<file path="src/rtl/tick_scheduler.sv">
// Purpose : multi-channel clock-enable divider; each channel pulses tick_out[i] once every max(P,1) cycles.
// Latency : tick_out/ch_active are registered; config hits a disabled channel on the accept edge, an enabled one at its next wrap.
// Backpr. : cfg_ready = !pend_v[cfg_ch]; one pending update per channel. Optional sq_out via macro TICK_SCHED_SQUARE_EN.
module tick_scheduler #(
  parameter int                NUM_CH      = 4,
  parameter int                CNT_W       = 26,
  parameter int                DEFAULT_DIV = 50_000_000,
  parameter logic [NUM_CH-1:0] RST_EN      = NUM_CH'(1)
) (
  input  logic                                  clk_in,
  input  logic                                  rst_s_n,
  input  logic                                  cfg_valid,
  output logic                                  cfg_ready,
  input  logic [((NUM_CH > 1) ? $clog2(NUM_CH) : 1)-1:0] cfg_ch,
  input  logic [CNT_W-1:0]                      cfg_period,
  input  logic                                  cfg_en,
  output logic [NUM_CH-1:0]                     tick_out,
  output logic [NUM_CH-1:0]                     ch_active
`ifdef TICK_SCHED_SQUARE_EN
  ,
  output logic [NUM_CH-1:0]                     sq_out
`endif
);

  localparam int CH_W = (NUM_CH > 1) ? $clog2(NUM_CH) : 1;
  // A zero period would never wrap, so it is stored as 1 everywhere.
  localparam logic [CNT_W-1:0] DEF_PER = (DEFAULT_DIV == 0) ? CNT_W'(1) : CNT_W'(DEFAULT_DIV);

  logic [CNT_W-1:0]  per_q      [NUM_CH];
  logic [CNT_W-1:0]  per_d      [NUM_CH];
  logic [CNT_W-1:0]  cnt_q      [NUM_CH];
  logic [CNT_W-1:0]  cnt_d      [NUM_CH];
  logic [CNT_W-1:0]  pend_per_q [NUM_CH];
  logic [CNT_W-1:0]  pend_per_d [NUM_CH];
  logic [NUM_CH-1:0] en_q, en_d;
  logic [NUM_CH-1:0] pend_en_q, pend_en_d;
  logic [NUM_CH-1:0] pend_v_q, pend_v_d;
  logic [NUM_CH-1:0] tick_q, tick_d;
  logic [NUM_CH-1:0] wrap, acc;
  logic [CNT_W-1:0]  wr_per;
`ifdef TICK_SCHED_SQUARE_EN
  logic [NUM_CH-1:0] sq_q, sq_d;
`endif

  assign wr_per = (cfg_period == '0) ? CNT_W'(1) : cfg_period;

  // Ready only looks at the addressed channel; out-of-range channels always accept and drop.
  always_comb begin
    cfg_ready = 1'b1;
    for (int i = 0; i < NUM_CH; i++) begin
      if (cfg_ch == CH_W'(i)) cfg_ready = !pend_v_q[i];
    end
  end

  // Per-channel wrap detect and write-accept decode.
  always_comb begin
    wrap = '0;
    acc  = '0;
    for (int i = 0; i < NUM_CH; i++) begin
      wrap[i] = en_q[i] && (cnt_q[i] == per_q[i] - CNT_W'(1));
      acc[i]  = cfg_valid && cfg_ready && (cfg_ch == CH_W'(i));
    end
  end

  // Next-state: count/wrap, immediate config for idle channels, deferred config at wrap for running ones.
  always_comb begin
    per_d      = per_q;
    cnt_d      = cnt_q;
    pend_per_d = pend_per_q;
    en_d       = en_q;
    pend_en_d  = pend_en_q;
    pend_v_d   = pend_v_q;
    tick_d     = '0;
    for (int i = 0; i < NUM_CH; i++) begin
      if (en_q[i]) begin
        if (wrap[i]) begin
          tick_d[i] = 1'b1;
          cnt_d[i]  = '0;
          if (pend_v_q[i]) begin
            per_d[i]    = pend_per_q[i];
            en_d[i]     = pend_en_q[i];
            pend_v_d[i] = 1'b0;
          end
        end else begin
          cnt_d[i] = cnt_q[i] + CNT_W'(1);
        end
        // Accept implies pend_v_q was clear, so this never collides with the apply above;
        // an accept on the wrap edge therefore lands in the slot for the following wrap.
        if (acc[i]) begin
          pend_per_d[i] = wr_per;
          pend_en_d[i]  = cfg_en;
          pend_v_d[i]   = 1'b1;
        end
      end else begin
        cnt_d[i] = '0;
        if (acc[i]) begin
          per_d[i] = wr_per;
          en_d[i]  = cfg_en;
        end
      end
    end
  end

`ifdef TICK_SCHED_SQUARE_EN
  // Square output flips on every tick edge and idles low while the channel is off.
  always_comb begin
    sq_d = '0;
    for (int i = 0; i < NUM_CH; i++) begin
      if (en_q[i]) sq_d[i] = tick_d[i] ? !sq_q[i] : sq_q[i];
    end
  end
`endif

  // State registers with synchronous active-low reset; reset drops any pending update.
  always_ff @(posedge clk_in) begin
    if (!rst_s_n) begin
      for (int i = 0; i < NUM_CH; i++) begin
        per_q[i]      <= DEF_PER;
        cnt_q[i]      <= '0;
        pend_per_q[i] <= '0;
      end
      en_q      <= RST_EN;
      pend_en_q <= '0;
      pend_v_q  <= '0;
      tick_q    <= '0;
`ifdef TICK_SCHED_SQUARE_EN
      sq_q      <= '0;
`endif
    end else begin
      for (int i = 0; i < NUM_CH; i++) begin
        per_q[i]      <= per_d[i];
        cnt_q[i]      <= cnt_d[i];
        pend_per_q[i] <= pend_per_d[i];
      end
      en_q      <= en_d;
      pend_en_q <= pend_en_d;
      pend_v_q  <= pend_v_d;
      tick_q    <= tick_d;
`ifdef TICK_SCHED_SQUARE_EN
      sq_q      <= sq_d;
`endif
    end
  end

  assign tick_out  = tick_q;
  assign ch_active = en_q;
`ifdef TICK_SCHED_SQUARE_EN
  assign sq_out    = sq_q;
`endif

endmodule

</file>
<file path="config.mk">
export PLATFORM = sky130hd
export DESIGN_NAME = tick_scheduler
export DESIGN_NICKNAME = d
export VERILOG_FILES = /design/src/rtl/tick_scheduler.sv
export SDC_FILE = /design/constraint.sdc
export NUM_CORES = 1
export LEC_CHECK = 0
export ABC_AREA = 1
export CAP_MARGIN = 20
export CORE_MARGIN = 4
export CORE_UTILIZATION = 50
export DETAILED_ROUTE_END_ITERATION = 6
export HOLD_SLACK_MARGIN = 0.15
export PLACE_DENSITY = 0.66
export SLEW_MARGIN = 25
export SYNTH_ARGS = -nofsm -noshare
export SYNTH_HDL_FRONTEND = slang
export SYNTH_SLANG_ARGS = --single-unit
export TNS_END_PERCENT = 1
</file>
<file path="constraint.sdc">
create_clock -name clk_in -period 4.6 [get_ports clk_in]
set_input_delay 0.92 -clock clk_in [delete_from_list [all_inputs] [get_ports clk_in]]
set_output_delay 0.92 -clock clk_in [all_outputs]
set_load 0.05 [all_outputs]
</file>
==> run summary, run 1 <==
The run finished with clean final reports. The net count after synthesis is 2846. The I/O pin count came out at 41.

The critical path starts at cfg_ch[0]. The total number of nets in the final design is 2841. The initial utilization of the core area, before any placement, comes to 0.512. The critical path goes through clkdlybuf4s50_1, inv_1, nand3_1, nand3_1, o21ai_1, clkdlybuf4s50_1.

The worst IR drop on VDD is 0.218 mV. Ranked by total cell area, the synthesized netlist is headed by dfxtp_1 (36%), nand2_1 (13%), nor2_1 (7.7%), nand3_1 (6.8%), o21ai_0 (6.4%). The number of I/O port buffers came out at 40. The delay of the slowest cell on the worst path came out at 0.84 ns.

For this block, the initial DRC count from the detailed router was 1122. The floorplan die area is 39900 µm². Once layout is complete, the utilization of the core stands at 0.567. The total count of max-transition violations in the final report is 0. The total of fill cells in the finished design came out at 3564.

The worst setup path is captured at a primary output. STA puts the critical path data arrival time at 2.70 ns. The iteration count of the initial detailed-routing pass came out at 5. Yosys instantiated no cell more often than nand2_1. The cell accounting for the most synthesized area is dfxtp_1. The clock network power share came out at 0.468.

The min-delay analysis places its worst path in the category reg2reg. Of the total synthesized cell area, the portion taken by full adders, half adders and majority gates is 0.00544. Data on the critical path is required at its endpoint by 3.68 ns.

The power share of the combinational group is 0.087. Of the post-synthesis cell area, the dominant cell type holds 0.357. The count of maximum capacitance violations came out at 0. Sorting the synthesized cells by how often they occur yields nand2_1 (651), nor2_1 (378), dfxtp_1 (328), inv_1 (254), nand3_1 (250). The number of hold violations in the final report is 0. The clock slew seen by the registers of the worst setup and hold paths came out at 0.05 ns. The largest individual stage delay along the critical path comes from the cell clkdlybuf4s50_1. The topmost layer with routed signal wires is met5. The core region area came out at 35900 µm². The number of buffers between clock root and the deepest sink came out at 3. The register area is 6570 µm². The internal power consumption is 4.98 mW. The number of buffers inserted during clock tree synthesis is 39. The worst hold margin is 0.449 ns. In this run, post-CTS hold repair placed 0 buffers. The number of clock sinks is 328. Of the synthesized area, sequential elements account for 0.357. The number of cell instances on the worst register-to-register path came out at 15. The total number of vias is 17.6k. After detailed routing, the met3 layer carries 2.57 mm of wire.

The sequential share of power is 0.445. The final weighted congestion of routability-driven global placement is 0.884. The synthesized instance count came out at 2806. The met2 wire length came out at 22.2 mm.

Following the worst setup path forward leads to its endpoint at cfg_ready. In the synthesized netlist the dominant register cell turns out to be dfxtp_1. The clock insertion delay at the later pin of the skew report is 0.55 ns. The routed wire length is 49.3 mm.

After detailed routing, the number of remaining DRC violations is 0. The TritonCTS clock tree is built. For this run, the number of Yosys warnings is 0. In this run the tightest slew margin relative to its limit is 0.500. The compound-cell area share of the yosys netlist came out at 0.123. The static leakage power is 8.55 nW. For the pin with the worst max-slew slack, the measured transition is 0.750 ns. The overall die width came out at 200 µm.

In this run the cell area of the synthesized design comes to 18400 µm². The count of antenna diodes in the layout is 0. The count of cell types in the netlist came out at 48. The number of global-route vias before repair came to 16.2k. The part of the cycle the worst path needs came out at 0.787. The post-detailed-placement half-perimeter wirelength is 35.9 mm. Clock skew on the completed layout was measured at 0.0167 ns. Power spread over the standard cell area amounts to 326 nW/µm². In this run the power spent charging and discharging nets is 1.66 mW.

CTS placed an instance of clkbuf_16 at the clock tree root. In this run, placement finished with an instance count of 3221. After synthesis the netlist holds a flip-flop and latch count of 328. The maximum level of the CTS H-tree is 2. The classification of the worst setup path is in2out. Of the total power, the share spent switching nets is 0.250. The initial antenna violation count is 1. Counting flops with an async set or reset pin after synthesis yields a share of 0. The initialized floorplan defines 69 standard-cell rows.

The final routed wire length divided by cell count is 15.0 µm. After synthesis, the largest family of logic cells by area is simple AND/OR/NAND/NOR gates. The worst register-to-register path ends at per_q[24]. Of the post-synthesis cell area, the part taken by muxes is 0.

The setup fix buffers added after clock tree synthesis came out at 0. In this run the critical register-to-register path is launched from per_q[0]. The largest fanout of any net on the critical path came out at 6. The overall power is 6.64 mW.

The clock period could shrink to 3.62 ns. The die is 200 µm tall. The startpoint type of the worst setup path is an input pin. In the final routing, the length of wire on met1 measures 23.6 mm. The post-synthesis simple-gate area fraction came out at 0.354.

The share of post-route cells with drive strength above 1 is 0.0661. The final sum of negative setup slack is 0 ns. Each instance of the synthesized netlist takes up on average 6.55 µm². The number of enable-type register cells in the synthesized netlist came out at 0. Setup violations remaining at the end of the flow were counted as 0. Setup slack on the worst reg-to-reg path comes out at 1.67 ns. The combined global-route utilization of all metal layers is 0.245. The global-route wire length before repair is 80.8 mm. The xor and xnor fraction of the mapped netlist area came out at 0.0758.

The detail route stage leaves a number of antenna-violating nets equal to 0. Relative to the synthesized area, the layout overhead comes to 10.8%. Setup repair after global routing left no endpoint under its margin. The maximum number of pins on one net before global-route repair is 80. In the final layout, the multi-input gates occupy 10300 µm².

After clock tree synthesis, the repair step resized 0 gates. The maximum frequency from static timing analysis came out at 276 MHz. The ratio of routed vias to standard cells is 5.36.

The global-route congestion overflow total came out at 0. The post-layout instance count excluding filler cells came out at 3289.
-- routing by layer --
layer	up-vias	track usage
met2	386	0.396
met3	70	0.0359
met1	8118	0.346
met5	-	0
li1	9044	-
met4	2	0.0621
-- how the worst min path moves through the flow --
stage,start,to,depth (start not counted)
2_1_floorplan,pend_per_q[52],pend_per_q[52],2
3_3_place_gp,pend_per_q[78],pend_per_q[78],2
3_5_place_dp,pend_per_q[52],pend_per_q[52],2
4_1_cts,pend_per_q[52],pend_per_q[52],2
5_1_grt,pend_per_q[52],pend_per_q[52],2
6_report,pend_per_q[52],pend_per_q[52],2
-- worst max-delay path: cells and delay by family --
family	cells	cell delay, ns
and+or+nand+nor	2	0.16
AOI/OAI and AO/OA	1	0.12
buffers and inverters	3	1.50
-- sequential cells by signal, indices dropped and copies added, names as in the netlist --
| name | flops |
|---|---|
| cnt_q | 104 |
| ch_active | 4 |
| pend_en_q | 4 |
| tick_out | 4 |
| pend_per_q | 104 |
| pend_v_q | 4 |
| per_q | 104 |
-- logic make-up (layout without fill, tap and decap cells) --
| group | after synthesis | in the layout |
|---|---|---|
| simple gates | 1474 | 1474 |
| compound gates | 446 | 446 |
| buf+inv | 394 | 416 |
| flops | 328 | 328 |
| xor+xnor | 156 | 156 |
| fa+ha+maj | 8 | 8 |
-- stage by stage --
step	area (µm²)	setup WS, ns
after global placement	19100	1.00
after CTS	20400	0.993
after global routing	20400	0.881
after floorplan	18400	1.68
final	20400	0.979
after detailed placement	19100	0.880
-- layout by cell type, fill, tap and decap left out, types with 20 or more instances in the layout --
cell and n:
o21ai_0 236, xnor2_1 54, a21oi_1 181, nor3_1 35, dfxtp_1 328, inv_2 20
nor2_1 376, buf_4 31, clkdlybuf4s50_1 39, nand2_1 651, nor2_2 26, clkbuf_16 41
inv_1 254, nand3_1 250, nand4_1 43, xor2_1 100
-- layout make-up --
type                    count  area share
clock buffers              59      0.0581
inverters                 277      0.0510
well taps                 461      0.0283
flip-flops and latches    328       0.322
repair buffers             71      0.0311
multi-input cells        2084       0.504
clock inverters             9     0.00510
-- power groups by stage --
stage / clock, mW / combinational, mW / sequential [mW]
final: 3.11 / 0.578 / 2.96
after CTS: 3.17 / 0.575 / 2.96
after global routing: 3.28 / 0.654 / 2.96
after floorplan: 0 / 0.410 / 3.00
after detailed placement: 0 / 0.572 / 3.02
after global placement: 0 / 0.564 / 3.02
Power figures use the tool's default switching activity.
==> run 2, diff against run 1 <==
--- a/config.mk
+++ b/config.mk
@@ -11,7 +11,7 @@
 export CORE_UTILIZATION = 50
 export DETAILED_ROUTE_END_ITERATION = 6
 export HOLD_SLACK_MARGIN = 0.15
-export PLACE_DENSITY = 0.66
+export PLACE_DENSITY = 0.69
 export SLEW_MARGIN = 25
 export SYNTH_ARGS = -nofsm -noshare
 export SYNTH_HDL_FRONTEND = slang
==> constraint.sdc (replaced) <==
create_clock -name clk_in -period 3.03 [get_ports clk_in]
set_input_delay 0.606 -clock clk_in [delete_from_list [all_inputs] [get_ports clk_in]]
set_output_delay 0.606 -clock clk_in [all_outputs]
set_load 0.05 [all_outputs]
==> run 2 against run 1 <==
  * The flow now finishes with violations (DRC)
  * Highest routed layer is now met4
  * First-iteration DRC count increased by 16%
  * Non-clock buffer count up 28
  * Largest cell class unchanged
  * Sequential cell count unchanged
  * Global-route usage rose by 1.2 points
  * Largest power group unchanged
  * Final cell count up 0.82%
  * Critical endpoint is now per_q[56]
==> run summary, run 2 (synthesized netlist as in run 1, its figures left out) <==
Outcome: finished with violations (was finished, final reports clean). The final reports fail on DRC. The number of buffers between clock root and the deepest sink is 3 (unchanged).

The initial antenna violation count is 1 (unchanged). The post-route clock skew is 0.0165 ns (was 0.0167 ns). The iteration-0 DRC count of the detailed router is 1306 (was 1122).

The internal power consumption is 7.79 mW (was 4.98 mW). The classification of the worst setup path is reg2reg (was in2out). The combined global-route utilization of all metal layers is 0.257 (was 0.245). The share of post-route cells with drive strength above 1 is 0.0799 (was 0.0661).

The count of endpoints failing setup in the final report was 0 (unchanged). The power per cell area is 500 nW/µm² (was 326 nW/µm²). The total of fill cells in the finished design came out at 3431 (was 3564). The core region area came out at 35900 µm² (unchanged). The starting density of the core is 0.512 (unchanged).

The overall power came to 10.4 mW (was 6.64 mW). The delay of the slowest cell on the worst path is 0.33 ns (was 0.84 ns). The overall die width is 200 µm (unchanged).

The I/O pin count was 41 (unchanged). The final sum of negative setup slack was 0 ns (unchanged). The root buffer selected by CTS was clkbuf_16 (unchanged). The quantity of gates resized following cts came to 0 (unchanged).

The final core utilization came out at 0.578 (was 0.567). The number of cells on the worst hold path is 2 (unchanged). The number of global-route vias before repair is 16.4k (was 16.2k).

The total count of max-transition violations in the final report is 0 (unchanged). The maximum level of the CTS H-tree came out at 2 (unchanged). The global-route wire length before repair came out at 83.9 mm (was 80.8 mm). Setup repair after global routing missed its margin: true (was false). The vertical die dimension came out at 200 µm (unchanged). The signal arrival time at the worst endpoint came out at 3.28 ns (was 2.70 ns). The total number of vias was 17.8k (was 17.6k). The global-route congestion overflow total was 0 (unchanged). The final routed wire length divided by cell count came out at 15.5 µm (was 15.0 µm).

The count of maximum capacitance violations is 0 (unchanged). The number of cells in the design after placement came out at 3249 (was 3221). The total number of nets in the final design is 2868 (was 2841). The maximum number of pins on one net before global-route repair came to 75 (was 80). The number of buffers inserted during clock tree synthesis came to 38 (was 39). The worst-margin pin slew is 0.571 ns (was 0.750 ns). The static leakage power came out at 8.75 nW (was 8.55 nW). The clock network power share is 0.478 (was 0.468). Leading registers by flop count: cnt_q: 104 flops, pend_per_q: 104 flops, per_q: 104 flops (unchanged). The count of antenna diodes in the layout came out at 0 (unchanged). The max-slew headroom at the worst pin is 0.620 (was 0.500). The number of hold violations in the final report is 0 (unchanged).

The post-detailed-placement half-perimeter wirelength is 37.7 mm (was 35.9 mm). The leading cell type in the layout, fill and taps excluded is nand2_1 (unchanged). The required time reported for the critical path endpoint is 3.47 ns (was 3.68 ns). The setup fix buffers added after clock tree synthesis is 0 (unchanged). The register-to-register setup slack is 0.19 ns (was 1.67 ns).

The part of the cycle the worst path needs came out at 0.938. The site row count came out at 69 (unchanged). The number of I/O port buffers came out at 40 (unchanged). The worst hold margin is 0.459 ns (was 0.449 ns). The TritonCTS clock tree is built (unchanged). The clock period minus final worst setup slack is 2.84 ns. The remaining antenna violation count came out at 0 (unchanged).

The critical path's slowest cell is dfxtp_1 (was clkdlybuf4s50_1). The number of clock sinks is 328 (unchanged). The clock insertion delay at the later pin of the skew report came out at 0.55 ns (about the same). The layout overhead on the synthesized area is 12.8% (was 10.8%). The path category of the worst min-delay check was reg2reg (unchanged).

The floorplan die area is 39900 µm² (unchanged). The switching share of power is 0.249 (was 0.250). The sequential share of power is 0.433 (was 0.445). The largest fanout of any net on the critical path came out at 17 (was 6). The reported net switching power came out at 2.58 mW (was 1.66 mW).

The post-detailed-route DRC marker count is 1 (was 0). The routed wire length was 51.5 mm (was 49.3 mm). Top library cells by usage in the layout, fill and taps aside: nand2_1 (649), nor2_1 (376), dfxtp_1 (328), inv_1 (254), nand3_1 (250) (was nand2_1 (651), nor2_1 (376), dfxtp_1 (328), inv_1 (254), nand3_1 (250)).

The worst IR drop on VDD came out at 0.494 mV (was 0.218 mV). The ratio of routed vias to standard cells came out at 5.37 (was 5.36). The iteration count of the initial detailed-routing pass is 7 (was 5). The post-layout instance count excluding filler cells was 3316 (was 3289). The clock slew seen by the registers of the worst setup and hold paths was 0.06 ns (was 0.05 ns). The startpoint type of the worst setup path is a flip-flop (was input pin). The number of buffers inserted by hold repair at cts is 0 (unchanged).

The endpoint type of the worst setup path is a flip-flop (was primary output). The final weighted congestion of routability-driven global placement came out at 0.974 (was 0.884). The number of cell instances on the worst register-to-register path is 16 (was 15). Cell-by-cell listing of the critical path: inv_2, ha_1, nand3_2, inv_2, nand2_1, nor2_1, nand2_1, nand2_1, nand2_1, nor2_1, nand2_1, nor3_2, nand3_2, buf_4, a21oi_1, nor2_1 (was clkdlybuf4s50_1, inv_1, nand3_1, nand3_1, o21ai_1, clkdlybuf4s50_1). The power share of the combinational group was 0.088 (was 0.087). Timing would allow up to 352 MHz. By instance count, the cell type seen most on the critical path is nand2_1.
==> run 2: layer usage <==
metal,vias to the layer above,wire length [µm],track usage,part of all wire
li1,9100,-,-,-
met1,8127,24100,0.365,0.47
met2,482,22100,0.397,0.43
met3,87,4140,0.0629,0.081
met4,0,1100,0.0616,0.021
met5,-,0,0,0
==> run 2: layout make-up <==
class / instances / area [µm²] / area share
multi-input cells: 2084 / 10300 / 0.496
flip-flops and latches: 328 / 6570 / 0.317
clock buffers: 46 / 1050 / 0.0507
inverters: 277 / 1040 / 0.0501
repair buffers: 99 / 920 / 0.0443
well taps: 461 / 577 / 0.0278
clock inverters: 21 / 292 / 0.0141
==> run 2: worst max-delay path: cells and delay by family, from the launching register on <==
| kind | cells | cell delay [ns] |
|---|---|---|
| flip-flops | 1 | 0.33 |
| AND/OR/NAND/NOR | 11 | 1.47 |
| adder cells (fa/ha/maj) | 1 | 0.24 |
| AO/OA/AOI/OAI | 1 | 0.24 |
| buffers and inverters | 3 | 0.46 |
==> run 2: power groups by stage <==
stage / combinational (mW) / sequential [mW] / clock, mW
4_1_cts: 0.906 / 4.49 / 5.04
5_1_grt: 1.03 / 4.50 / 5.23
6_report: 0.917 / 4.49 / 4.96
3_3_place_gp: 0.890 / 4.58 / 0
3_5_place_dp: 0.901 / 4.58 / 0
2_1_floorplan: 0.623 / 4.56 / 0
==> run 2: through the flow <==
stage          area (µm²)  setup WS (ns)
2_1_floorplan       18400          0.423
3_3_place_gp        19400          0.246
3_5_place_dp        19400          0.193
4_1_cts             20700          0.181
5_1_grt             20700        -0.0284
6_report            20700          0.188
==> run 2: path summary, 6_finish.rpt <==
path / start / endpoint
worst min-delay path: pend_per_q[78] / pend_per_q[78]
worst max register to register: per_q[52] / per_q[56]
worst min register to register: pend_per_q[78] / pend_per_q[78]
worst max-delay path: per_q[52] / per_q[56]
